--- config.mk ---
export PLATFORM = sky130hd
export DESIGN_NAME = wb_regfile
export DESIGN_NICKNAME = d
export VERILOG_FILES = /design/src/rtl/wb_regfile_pkg.sv /design/src/rtl/wb_regfile_wb_mux.sv /design/src/rtl/wb_regfile.sv
export SDC_FILE = /design/constraint.sdc
export NUM_CORES = 2
export LEC_CHECK = 0
export BUFFER_PORTS_ARGS = -buffer_cell sky130_fd_sc_hd__buf_4
export CAP_MARGIN = 20
export CELL_PAD_IN_SITES_DETAIL_PLACEMENT = 0
export CELL_PAD_IN_SITES_GLOBAL_PLACEMENT = 1
export CORE_MARGIN = 2
export CORE_UTILIZATION = 30
export DETAILED_ROUTE_END_ITERATION = 12
export PLACE_DENSITY_LB_ADDON = 0.2
export SLEW_MARGIN = 10
export SYNTH_ARGS = -nofsm -noshare
export SYNTH_HDL_FRONTEND = slang
export SYNTH_SLANG_ARGS = --single-unit
--- constraint.sdc ---
create_clock -name CLK -period 7.2 [get_ports CLK]
set_input_delay 0.72 -clock CLK [delete_from_list [all_inputs] [get_ports CLK]]
set_output_delay 0.72 -clock CLK [all_outputs]
set_load 0.01 [all_outputs]
--- src/rtl/wb_regfile_pkg.sv ---
// ----------------------------------------------------------------------------
// wb_regfile_pkg
//   Shared pipeline definitions for the write-back stage and register file:
//   data/index widths, register count, write-back source encodings and a
//   small helper that decides whether a read port hits the in-flight write.
// ----------------------------------------------------------------------------
package wb_regfile_pkg;

    localparam int DATA_W   = 32;
    localparam int REG_AW   = 6;
    localparam int NUM_REGS = 64;

    typedef logic [DATA_W-1:0] word_t;
    typedef logic [REG_AW-1:0] ridx_t;

    // Write-back source select. The fourth code is reserved and falls back
    // to the ALU result.
    typedef enum logic [1:0] {
        SEL_ALU   = 2'b00,
        SEL_MEM   = 2'b01,
        SEL_PCIMM = 2'b10,
        SEL_RSVD  = 2'b11
    } wb_sel_e;

    // A read port forwards the write-back value only when a real write is
    // happening to the same, non-zero register.
    function automatic logic bypass_hit(input ridx_t rs, input ridx_t rd,
                                        input logic en);
        return en && (rs == rd) && (rs != '0);
    endfunction

endpackage

--- src/rtl/wb_regfile_wb_mux.sv ---
// ----------------------------------------------------------------------------
// wb_mux
//   Write-back source multiplexer. Purely combinational.
//   Ports:
//     sel    - 2-bit source select (wb_sel_e encoding)
//     alu    - ALU result
//     mem    - load data
//     pcimm  - PC + immediate
//     data   - selected write-back value
// ----------------------------------------------------------------------------
module wb_mux
    import wb_regfile_pkg::*;
(
    input  logic [1:0]        sel,
    input  logic [DATA_W-1:0] alu,
    input  logic [DATA_W-1:0] mem,
    input  logic [DATA_W-1:0] pcimm,
    output logic [DATA_W-1:0] data
);

    always_comb begin
        data = alu;
        case (wb_sel_e'(sel))
            SEL_MEM:   data = mem;
            SEL_PCIMM: data = pcimm;
            default:   data = alu;   // SEL_ALU and the reserved code
        endcase
    end

endmodule

--- src/rtl/wb_regfile.sv ---
// ----------------------------------------------------------------------------
// wb_regfile
//   Write-back stage plus 64 x 32 register file with same-cycle bypass and
//   architectural Z/N flag registers.
//   Ports:
//     CLK, RESET            - clock, synchronous active-high reset
//     PCwIMM_in, ALU_res_in,
//     ReadData_in           - write-back candidates from MEM/WB
//     Rd_in, RegWrite_in    - destination index and write request
//     ThreeWay_in           - write-back source select
//     Z_in, N_in            - flags of the retiring instruction
//     Rs1, Rs2              - decode-stage read indices
//     RD1, RD2              - read data (combinational, bypassed)
//     WB_data, WB_Rd, WB_en - selected value / index / effective enable
//     Z_flag, N_flag        - architectural flags
// ----------------------------------------------------------------------------
module wb_regfile
    import wb_regfile_pkg::*;
(
    input  logic              CLK,
    input  logic              RESET,
    input  logic [DATA_W-1:0] PCwIMM_in,
    input  logic [DATA_W-1:0] ALU_res_in,
    input  logic [DATA_W-1:0] ReadData_in,
    input  logic [REG_AW-1:0] Rd_in,
    input  logic              RegWrite_in,
    input  logic [1:0]        ThreeWay_in,
    input  logic              Z_in,
    input  logic              N_in,
    input  logic [REG_AW-1:0] Rs1,
    input  logic [REG_AW-1:0] Rs2,
    output logic [DATA_W-1:0] RD1,
    output logic [DATA_W-1:0] RD2,
    output logic [DATA_W-1:0] WB_data,
    output logic [REG_AW-1:0] WB_Rd,
    output logic              WB_en,
    output logic              Z_flag,
    output logic              N_flag
);

    word_t regs [NUM_REGS];
    ridx_t rs_idx [2];
    word_t rd_val [2];

    wb_mux u_wb_mux (
        .sel   (ThreeWay_in),
        .alu   (ALU_res_in),
        .mem   (ReadData_in),
        .pcimm (PCwIMM_in),
        .data  (WB_data)
    );

    // Register 0 is excluded here so it never holds anything but zero, and
    // RESET gates the enable so a write-back in a reset cycle is dropped
    // and cannot be forwarded.
    assign WB_en = RegWrite_in && (Rd_in != '0) && !RESET;
    assign WB_Rd = Rd_in;

    always_ff @(posedge CLK) begin
        if (RESET) begin
            for (int i = 0; i < NUM_REGS; i++) regs[i] <= '0;
            Z_flag <= 1'b0;
            N_flag <= 1'b0;
        end else begin
            if (WB_en) regs[Rd_in] <= WB_data;
            Z_flag <= Z_in;
            N_flag <= N_in;
        end
    end

    assign rs_idx[0] = Rs1;
    assign rs_idx[1] = Rs2;

    // Two independent read ports; index 0 always reads zero, otherwise the
    // in-flight write-back takes priority over stored contents.
    always_comb begin
        for (int p = 0; p < 2; p++) begin
            rd_val[p] = '0;
            if (rs_idx[p] == '0)
                rd_val[p] = '0;
            else if (bypass_hit(rs_idx[p], Rd_in, WB_en))
                rd_val[p] = WB_data;
            else
                rd_val[p] = regs[rs_idx[p]];
        end
    end

    assign RD1 = rd_val[0];
    assign RD2 = rd_val[1];

endmodule

==> results <==
- STA puts the critical path data arrival time at 5.47 ns.
- Across every metal layer, demand over resource in global routing totals 27.8%.
- The cell total after placement is 12.2k.
- The cell area after technology mapping is 107000 sq um.
- Relative to the synthesized area, the layout overhead comes to 14.7%.
- The final number of setup-violating endpoints is 0.
- Static timing analysis puts the maximum clock frequency at 162 MHz.
- The path type of the worst setup path is in -> out.
- The power per cell area is 255 nW/um^2.
- After floorplanning, the core was divided into 219 placement rows.
- Synthesis inferred 2050 register bits.
- The run finished with clean final reports.
- The worst path in the final design needs a cycle of 6.19 ns, including I/O delays and setup.
- After detailed routing, the number of remaining DRC violations is 0.
- The total area of multi-input combinational cells is 42700 sq um.
- The headroom to the max-slew limit is 7.60%.
- The worst min-delay path class is in -> reg.
- A synthesized cell averages 14.1 sq um.
- The post-detailed-routing wire length is 515 mm.
- Summing over every cut layer, the via total after detailed routing is 76.0k.
- The total of buffers placed on input and output ports is 225.
- Pin placement for this block handled 226 I/O pins.
- The proportion of synthesized chip area in sequential cells is 57.3%.
- For this run, asynchronously set or reset flops after synthesis account for 0%.
- The first global-routing pass estimated 685 mm of wire.
- The post-CTS resize count is 0.
- The via count of the first global-routing pass is 73.0k.
- The clock sink count is 2050.
- After the flow finishes, the layout carries non-filler instances totaling 12.6k.
- The area of the die is 363000 sq um.
- The clock tree root buffer cell is clkbuf_16.
- The cell type with the highest occurrence count on the critical path is buf_4.
- The number of warnings printed during yosys synthesis is 0.
- The die span in y is 602 um.
- The number of buffers and inverters on the critical path is 4.
- The TritonCTS clock tree is done.
- The number of antenna violations at the first check in global routing is 57.
- Setup total negative slack on the finished layout was measured at 0 ns.
- The slowest stage of the critical path is the o22ai_1 cell.
- After floorplanning, the core was sized to cover 356000 sq um.
- The leakage component of the power is 0.0416 uW.
- The commonest cells after synthesis are 2106 x nor2_1, 2048 x edfxtp_1, 949 x mux4_2.
- The top cell type by area accounts for 57.3% of the synthesized area.
- The synthesized netlist contains 65 unique library cells.
- The wire-length estimate of the detail-placed layout is 324 mm.
- Counting flops with a built-in enable in the synthesized netlist gives 2048.
- The critical path's largest stage delay is 1.04 ns.
- In the synthesized netlist, the number of instances is 7635.
- The number of detailed-route iterations in the first pass is 6.
- The count of endpoints failing hold in the final timing report came to 0.
- The maximum clock path buffer count is 4.
- The share of final-layout standard cells stronger than drive strength 1 is 27.8%.
- The detailed router finished its first iteration with 11.6k violations.
- The global placer's final weighted congestion is 0.970.
- The maximum vdd ir drop is 0.235 mV.
- Yosys instantiated no cell more often than nor2_1.
- Once the floorplan was initialized, standard cells occupied 30.2% of the core.
- Along the worst path, the maximum fanout reaches 58.
- The max-capacitance violation count is 0.
- STA classifies the critical path startpoint as a primary input.
- The critical path goes through buf_8 -> buf_4 -> xnor2_1 -> nand2_1 -> nor4_2 -> buf_4 -> nor2_1 -> o311ai_0 -> o22ai_1 -> buf_4.
- The number of fill cells is 34.3k.
- The H-tree level count is 4.
- Among all flip-flop cells after synthesis, the most frequent one is edfxtp_1.
- The routed length per instance is 40.8 um.
- The kind of cell with the highest combined delay along the critical path is compound AO/OA/AOI/OAI gates.
- STA puts the critical path data required time at 6.48 ns.
- The number of slew-limit violations in the final report is 0.
- The area used by sequential logic in the layout is 61500 sq um.
- For this run, the post-layout net count is 7817.
- For this run the aggregate overflow at the end of global routing stands at 0.
- Setup repair after global routing left no endpoint under its margin.
- Sorting the synthesized cells by area gives the leading types as edfxtp_1 57%, mux4_2 20%, nor2_1 7.4%, mux2i_1 4.0%, clkbuf_1 1.5%.
- In this run, CTS created clock tree buffers numbering 234.
- The dominant cell type by area after synthesis is edfxtp_1.
- Once detail routing completed, the nets flagged for antenna violations numbered 0.
- The transition time at the pin with the least slew margin is 1.37 ns.
- The worst slack at placement is 1.45 ns.
- The final worst setup slack is 1.01 ns.
- The critical path endpoint category is an output port.
- The width of the chip is 602 um.
- The detailed-route vias per instance is 6.01.
- The clock transition time at the flip-flop clock pins of the worst setup and hold paths is 0.06 ns.
- Entering global routing, the biggest net connects 67 pins.
- In the finished design, the share of the clock period the worst path needs comes to 86.0%.
path summary, 6_finish.rpt:
path	startpoint	to	slack [ns]	depth (start not counted)
setup / recovery	Rs1[1]	RD1[22]	1.01	10
hold / removal	ALU_res_in[8]	regs[60][8]	0.15	3
layout by cell type, fill, tap and decap left out, types with 79 or more instances in the layout:
cell,netlist,final
nor2_1,2106,2101
edfxtp_1,2048,2048
mux4_2,949,949
buf_4,60,578
mux2i_1,428,428
clkbuf_16,0,236
a21oi_1,141,109
a22oi_1,98,98
nand2_1,162,98
mux2_2,88,88
o22ai_1,80,79
state kept, by name (all words and copies together), names as in the netlist:
name    count
regs     2048
N_flag      1
Z_flag      1
where the power goes:
part | switching, uW | leakage (uW) | internal (uW)
logic | 3400 | 0.0184 | 1650
clock network | 5300 | 0.00371 | 6970
registers | 324 | 0.0195 | 13800
total | 9020 | 0.0416 | 22400
cell families after synthesis:
family	synth area share (%)
other	0.00349
adders and majority gates	0.0233
AOI/OAI and AO/OA	3.88
muxes	24.9
and+or+nand+nor	9.80
buffers and inverters	4.02
DFF	57.3
xor gates and xnor gates	0.0979
through the flow:
stage / power, uW / utilization [%] / hold slack [ns] / instance area [sq um]
2_1_floorplan: 16700 / - / 0.848 / 107000
3_3_place_gp: 19200 / 32.4 / 0.933 / 115000
3_5_place_dp: 19200 / 32.4 / 0.944 / 115000
4_1_cts: 31300 / 34.6 / 0.113 / 123000
5_1_grt: 32000 / 34.6 / 0.154 / 123000
6_report: 31400 / 34.6 / 0.149 / 123000
metal layers:
layer  up-vias  wire length, um  track usage, %
met5         -              173               0
met4        24            34900            15.9
met3       936            49400            6.50
met2      4731           230000            42.2
met1     41000           201000            36.4
li1      29200                -               -
final cells by class:
cell class | instances | area share [%]
inverters | 41 | 0.127
clock buffers | 272 | 4.90
well taps | 4751 | 4.83
multi-input cells | 4738 | 34.7
flip-flops and latches | 2050 | 50.0
diodes | 11 | 0.0223
repair buffers | 629 | 4.23
clock inverters | 153 | 1.25
timing repair:
item,4_1_cts,5_1_grt
hold buffers,2,0
endpoints found under the hold margin,2,0
buffers inserted,0,0
Note: power is estimated with default switching activity, not from simulation.
